--- src/rtl/ttl_sync_updown_counter_pkg.sv ---
// Shared constants for the LS counter family: default LS delays,
// next-state op codes and parameter range checks.
package ttl_sync_updown_counter_pkg;

   localparam int LS_TPLH_MIN  = 0;
   localparam int LS_TPLH_TYP  = 13;
   localparam int LS_TPLH_MAX  = 24;
   localparam int LS_TPHL_MIN  = 0;
   localparam int LS_TPHL_TYP  = 18;
   localparam int LS_TPHL_MAX  = 27;
   localparam int LS_TPLHR_MIN = 0;
   localparam int LS_TPLHR_TYP = 20;
   localparam int LS_TPLHR_MAX = 35;
   localparam int LS_TPHLR_MIN = 0;
   localparam int LS_TPHLR_TYP = 18;
   localparam int LS_TPHLR_MAX = 35;

   typedef enum logic [1:0] {
      OP_HOLD,
      OP_COUNT,
      OP_LOAD,
      OP_RST
   } cnt_op_e;

   function automatic bit modulus_ok(input int width, input int modulus);
      return (width >= 1) && (width < 31) &&
             (modulus >= 2) && (modulus <= (1 << width));
   endfunction

   function automatic bit delays_ok(input int mn, input int ty, input int mx);
      return (mn >= 0) && (mn <= ty) && (ty <= mx);
   endfunction

endpackage

--- src/rtl/ttl_cnt_next.sv ---
// Combinational next-state for a modulo-N up/down counter.
// Shared by the synchronous and the '190/'191-style models.
module ttl_cnt_next
   import ttl_sync_updown_counter_pkg::*;
#(
   parameter int WIDTH   = 4,
   parameter int MODULUS = 16
) (
   input  logic [WIDTH-1:0] cnt,
   input  logic             up,
   output logic [WIDTH-1:0] nxt,
   output logic             term
);

   // One extra bit keeps MODULUS = 2**WIDTH free of wrap artefacts.
   localparam logic [WIDTH:0] LAST = (WIDTH+1)'(MODULUS - 1);

   logic [WIDTH:0] ext;

   assign ext = {1'b0, cnt};

   always_comb begin
      nxt = cnt;
      unique case (1'b1)
         up && (ext >= LAST):  nxt = '0;
         up && (ext < LAST):   nxt = WIDTH'(ext + 1'b1);
         !up && (ext == '0):   nxt = WIDTH'(LAST);
         default:              nxt = WIDTH'(ext - 1'b1);
      endcase
   end

   assign term = up ? (ext == LAST) : (ext == '0);

endmodule

--- src/rtl/ttl_sync_updown_counter.sv ---
// Synchronous up/down counter ('160/'161/'163/'168/'169 class).
// Define LSTTL_CNT_TIMING_EN to drive q/rco through LS delays.
module ttl_sync_updown_counter
   import ttl_sync_updown_counter_pkg::*;
#(
   parameter int WIDTH     = 4,
   parameter int MODULUS   = 16,
   parameter int tPLH_min  = LS_TPLH_MIN,
   parameter int tPLH_typ  = LS_TPLH_TYP,
   parameter int tPLH_max  = LS_TPLH_MAX,
   parameter int tPHL_min  = LS_TPHL_MIN,
   parameter int tPHL_typ  = LS_TPHL_TYP,
   parameter int tPHL_max  = LS_TPHL_MAX,
   parameter int tPLHR_min = LS_TPLHR_MIN,
   parameter int tPLHR_typ = LS_TPLHR_TYP,
   parameter int tPLHR_max = LS_TPLHR_MAX,
   parameter int tPHLR_min = LS_TPHLR_MIN,
   parameter int tPHLR_typ = LS_TPHLR_TYP,
   parameter int tPHLR_max = LS_TPHLR_MAX
) (
   input  logic             clk,
   input  logic             rst,
   input  logic             load_n,
   input  logic [WIDTH-1:0] d,
   input  logic             ep,
   input  logic             et,
   input  logic             up,
   output logic [WIDTH-1:0] q,
   output logic             rco
);

   if (!modulus_ok(WIDTH, MODULUS) ||
       !delays_ok(tPLH_min, tPLH_typ, tPLH_max) ||
       !delays_ok(tPHL_min, tPHL_typ, tPHL_max) ||
       !delays_ok(tPLHR_min, tPLHR_typ, tPLHR_max) ||
       !delays_ok(tPHLR_min, tPHLR_typ, tPHLR_max)) begin : g_bad_param
      $error("ttl_sync_updown_counter: bad WIDTH/MODULUS/delay parameters");
   end

   logic [WIDTH-1:0] cnt;
   logic [WIDTH-1:0] nxt;
   logic             term;
   logic             rco_i;
   cnt_op_e          op;

   ttl_cnt_next #(
      .WIDTH   (WIDTH),
      .MODULUS (MODULUS)
   ) u_next (
      .cnt  (cnt),
      .up   (up),
      .nxt  (nxt),
      .term (term)
   );

   always_comb begin
      op = OP_HOLD;
      if (rst)
         op = OP_RST;
      else if (!load_n)
         op = OP_LOAD;
      else if (ep && et)
         op = OP_COUNT;
   end

   // No power-up value: cnt stays X until the first reset or load.
   always_ff @(posedge clk) begin
      unique case (op)
         OP_RST:   cnt <= '0;
         OP_LOAD:  cnt <= d;
         OP_COUNT: cnt <= nxt;
         default:  cnt <= cnt;
      endcase
   end

   assign rco_i = et & term;

`ifdef LSTTL_CNT_TIMING_EN
   assign #(tPLH_min:tPLH_typ:tPLH_max, tPHL_min:tPHL_typ:tPHL_max)
      q = cnt;
   assign #(tPLHR_min:tPLHR_typ:tPLHR_max, tPHLR_min:tPHLR_typ:tPHLR_max)
      rco = rco_i;
`else
   assign q   = cnt;
   assign rco = rco_i;
`endif

endmodule
--- config.mk ---
export PLATFORM = sky130hd
export DESIGN_NAME = ttl_sync_updown_counter
export DESIGN_NICKNAME = d
export VERILOG_FILES = /design/src/rtl/ttl_sync_updown_counter_pkg.sv /design/src/rtl/ttl_cnt_next.sv /design/src/rtl/ttl_sync_updown_counter.sv
export SDC_FILE = /design/constraint.sdc
export NUM_CORES = 1
export LEC_CHECK = 0
export CORE_AREA = 5 5 42 44
export CTS_BUF_LIST = sky130_fd_sc_hd__clkbuf_4 sky130_fd_sc_hd__clkbuf_8 sky130_fd_sc_hd__clkbuf_16
export DETAILED_ROUTE_END_ITERATION = 6
export DIE_AREA = 0 0 47 49
export PLACE_DENSITY = 0.62
export REMOVE_ABC_BUFFERS = 1
export SLEW_MARGIN = 40
export SYNTH_ARGS = -nofsm -noshare
export SYNTH_HDL_FRONTEND = slang
export SYNTH_SLANG_ARGS = --single-unit
--- constraint.sdc ---
create_clock -name clk -period 4.7 [get_ports clk]
set_input_delay 1.175 -clock clk [delete_from_list [all_inputs] [get_ports clk]]
set_output_delay 1.175 -clock clk [all_outputs]
set_load 0.005 [all_outputs]
Word-level counts from Yosys, hierarchy flattened --
Cells that the tools add are included.
Word-level totals: flip-flop bits (word level) 4, output and inout bits 5, logic and storage cells 23, input bits 10
Cells by class: reductions and logical operators 7, add/subtract/negate cells 2, bitwise logic cells 1, muxes and demuxes 6, equal/unequal tests 4, $lt $le $gt $ge 2
Operators by type and width (number):
- 4-bit case mux with 3 select lines | 2
- 5-bit logical NOT | 1
- 4-bit by 1-bit adder with 4-bit output (second input constant) | 1
- 2-bit equality test (second input constant) | 2
- 4-bit equality test (second input constant) | 1
- 4-bit >= comparator (second input constant) | 1
- 1-bit logical AND | 4
- 4-bit < comparator (second input constant) | 1
- 2-bit 2-to-1 mux | 2
- 4-bit by 1-bit subtractor with 4-bit output (second input constant) | 1
- 3-bit nonzero test | 1
- 2-bit by 1-bit equality test with 1-bit output (second input constant) | 1
- 1-bit 2-to-1 mux | 2
- 1-bit bitwise AND | 1
- 1-bit logical NOT | 1

Logic depth before layout (Yosys ltp) --
word-level depth 6, gate-level depth with buffers 8, mapped depth without buffers 8

By module --
From an unflattened synthesis, not the netlist that was laid out.
Unflattened totals: cells, all modules 48, area total of the unflattened synthesis 442.9 µm²
Modules (own cells, without submodules):
- ttl_cnt_next | instances 1, sequential area each 0.0 µm², cells an instance 28, area an instance 224.0 µm²
- ttl_sync_updown_counter | instances 1, sequential area each 120.1 µm², cells an instance 20, area an instance 219.0 µm²

Worst setup path after synthesis --
OpenSTA, ideal clock, no wires.
path kind input -> output, start point input up, end point output rco, slack 2033 ps, arrival 1492 ps, data required time 3525 ps, stages 2, buffers on the path 0, cells stage by stage and3_2 > o21a_1
On the way: longest elaborated chain between the ends 2
RTL lines:
- start: declaration | RTL line ttl_sync_updown_counter.sv:27 | input logic up,
- 1-bit 2-to-1 mux | RTL line ttl_cnt_next.sv:32 | assign term = up ? (ext == LAST) : (ext == '0);
- 1-bit bitwise AND | RTL line ttl_sync_updown_counter.sv:76 | assign rco_i = et & term;
- end: declaration | RTL line ttl_sync_updown_counter.sv:29 | output logic rco
No other way between the ends.

Final worst setup path --
Ends and elaborated chain as after synthesis.

==> flow_summary_export.csv <==
group,metric,value,unit
cts,ctsHoldBuffers,0,
floorplanning,die_h,49,um
worst_setup_path,end_kind,"output port",
place,place_congestion,0.864,
sta,finalHoldViolCount,0,
place,placed_area,509,um^2
yosys,synth_top_area_share,34.4,%
drt,post_drt_wl_per_cell,12.0,um
layout,drive_above_1_share,12.7,%
sta,relSlewSlack,79.9,%
floorplanning,start_util,24.9,%
layout,insertedDiodeCount,0,
yosys,ys_types,21,
floorplanning,core_area,0.00140,mm^2
drt,drc_errors,0,
worst_setup_path,start_kind,"input pin",
pwr,total_power,133,uW
sta,period_needed,3.79,ns
cts,cts.path.max_buffers,2,
run,cap_violations,0,
yosys,synth_edf_count,4,
yosys,synth_top_area_cell,"edfxtp_1",
worst_hold_path,min_path_type,"flip-flop to flip-flop",
cts,post_cts_buffers,0,
pwr,power.leakage,0.212,nW
cts,htreeDepth,1,
layout,layout.nets,70,
layout,area_delta_synth_final,52.3,%
floorplanning,die-area,0.00230,mm^2
grt,grt_overflow,0,
grt,antenna_found_initial,0,
sta,fin_ws,0.912,ns
layout,design_area,532,um^2
yosys,avgSynthCellArea,9.19,um^2
floorplanning,io_pins,15,
yosys,yosysWarnings,0,
grt,grt_use_total,9.14,%
grt,grt_max_degree,9,
drt,ant_nets,0,
drt,vias,344,
worst_setup_path,reg2reg_setup_slack,2.57,ns
grt,grt_pass1_vias,326,
cts,cts_tree,"done",
sta,finalSetupViolations,0,
pwr,p_per_area,250,mW/mm^2
drt,drt_iter0_drc,3,
yosys,syn_inst,38,
worst_setup_path,cp_max_fo,7,
yosys,ys.flop_type,"edfxtp_1",
status,status,"finished clean",
worst_setup_path,critPathRequiredTime,3.52,ns
layout,final_cell_mix,"clkdlybuf4s50_1 (14), nand2_1 (8), edfxtp_1 (4)",
cts,clk_pin_slew,0.04,ns
layout,largest_reg_flops,4,
worst_setup_path,criticalPathCategory,"input pin to output port",
place,portBuffers,14,
drt,viasPerCell,4.85,
sta,fin_tns_setup,0,ns
drt,wl,852,um
cts,cts_resized,0,
worst_hold_path,holdPathStages,1,
sta,fin_crit_sh,80.6,%
grt,grt_pass1_wl,1450,um
cts,numCtsBuffers,3,
worst_setup_path,cp.arrival,2.61,ns
yosys,synth-seq-cells,4,
cts,root_buffer,"clkbuf_4",
sta,slew_violations,0,
sta,rsz0062_at_grt,"false",
sta,fmaxAchievable,264,MHz
yosys,yosysSeqAreaShare,34.4,%
cts,cts.sink_count,4,
sta,fin_skew,0.000128,ns
floorplanning,die_w,47,um
place,dpl.hpwl,664,um
drt,dr.pass1.iters,3,
pwr,ir_worst_vdd,0.119,mV
yosys,yosys-top-cells-area,"edfxtp_1 (34%), nand2_1 (8.6%), ha_1 (7.2%)",
floorplanning,core.rowCount,14,
yosys,synthArstFlopShare,0,%
worst_setup_path,worst-r2r-cell-count,8,
yosys,syn_area,349,um^2
place,pre_cts_slack,0.917,ns
cts,clock_latency,0.24,ns
sta,worst_pin_slew,0.300,ns
layout,final_common_cell,"clkdlybuf4s50_1",
-- cell families (layout without fill, tap and decap cells) --
group	count (synthesis)	in the layout	share of synthesized area (%)
and+or+nand+nor	17	17	28.3
AOI/OAI and AO/OA	11	11	18.3
adders and majority gates	3	3	12.9
xor gates and xnor gates	2	2	5.02
DFF	4	4	34.4
buffers and inverters	1	18	1.07
-- path summary, 6_finish.rpt --
path,startpoint,to
max,up,rco
max reg2reg,q[0],q[3]
min,q[0],q[0]
min reg2reg,q[0],q[0]
-- cells in the mapped netlist, types with 2 or more instances --
| master | instances |
|---|---|
| xor2_1 | 2 |
| o21ai_1 | 3 |
| o21ai_0 | 2 |
| nand2_1 | 8 |
| edfxtp_1 | 4 |
| and3_2 | 2 |
| a21oi_1 | 2 |
| ha_1 | 2 |
-- final cells by class --
type | count | area (um^2)
clock buffers | 3 | 22.5
well taps | 16 | 20.0
inverters | 1 | 3.75
multi-input cells | 33 | 225
repair buffers | 14 | 140
fillers | 160 | 870
flip-flops and latches | 4 | 120
-- stage by stage --
| step | util (%) | hold WS (ns) | std cells |
|---|---|---|---|
| final | 37.9 | 0.753 | 71 |
| after global routing | 37.9 | 0.797 | 71 |
| after CTS | 37.9 | 0.762 | 71 |
| after detailed placement | 36.3 | 0.751 | 68 |
| after global placement | 36.3 | 0.762 | 68 |
| after floorplan | - | 0.704 | 38 |
-- power breakdown --
part           leakage [nW]  switching, mW  internal, mW
registers            0.0447        0.00529        0.0435
clock network        0.0138         0.0170        0.0288
logic                 0.154         0.0154        0.0230
-- worst max-delay path, stage by stage --
cell             delay [ns]
clkdlybuf4s50_1        0.62
and3_2                 0.23
o21a_1                 0.10
clkdlybuf4s50_1        0.49
-- per-layer routing --
layer / share of wire (%) / global-route usage, %
met1: 41 / 11.0
met2: 51 / 12.4
met3: 4.6 / 2.58
met4: 2.9 / 8.29
met5: 0 / 0
Note: power is estimated with default switching activity, not from simulation.
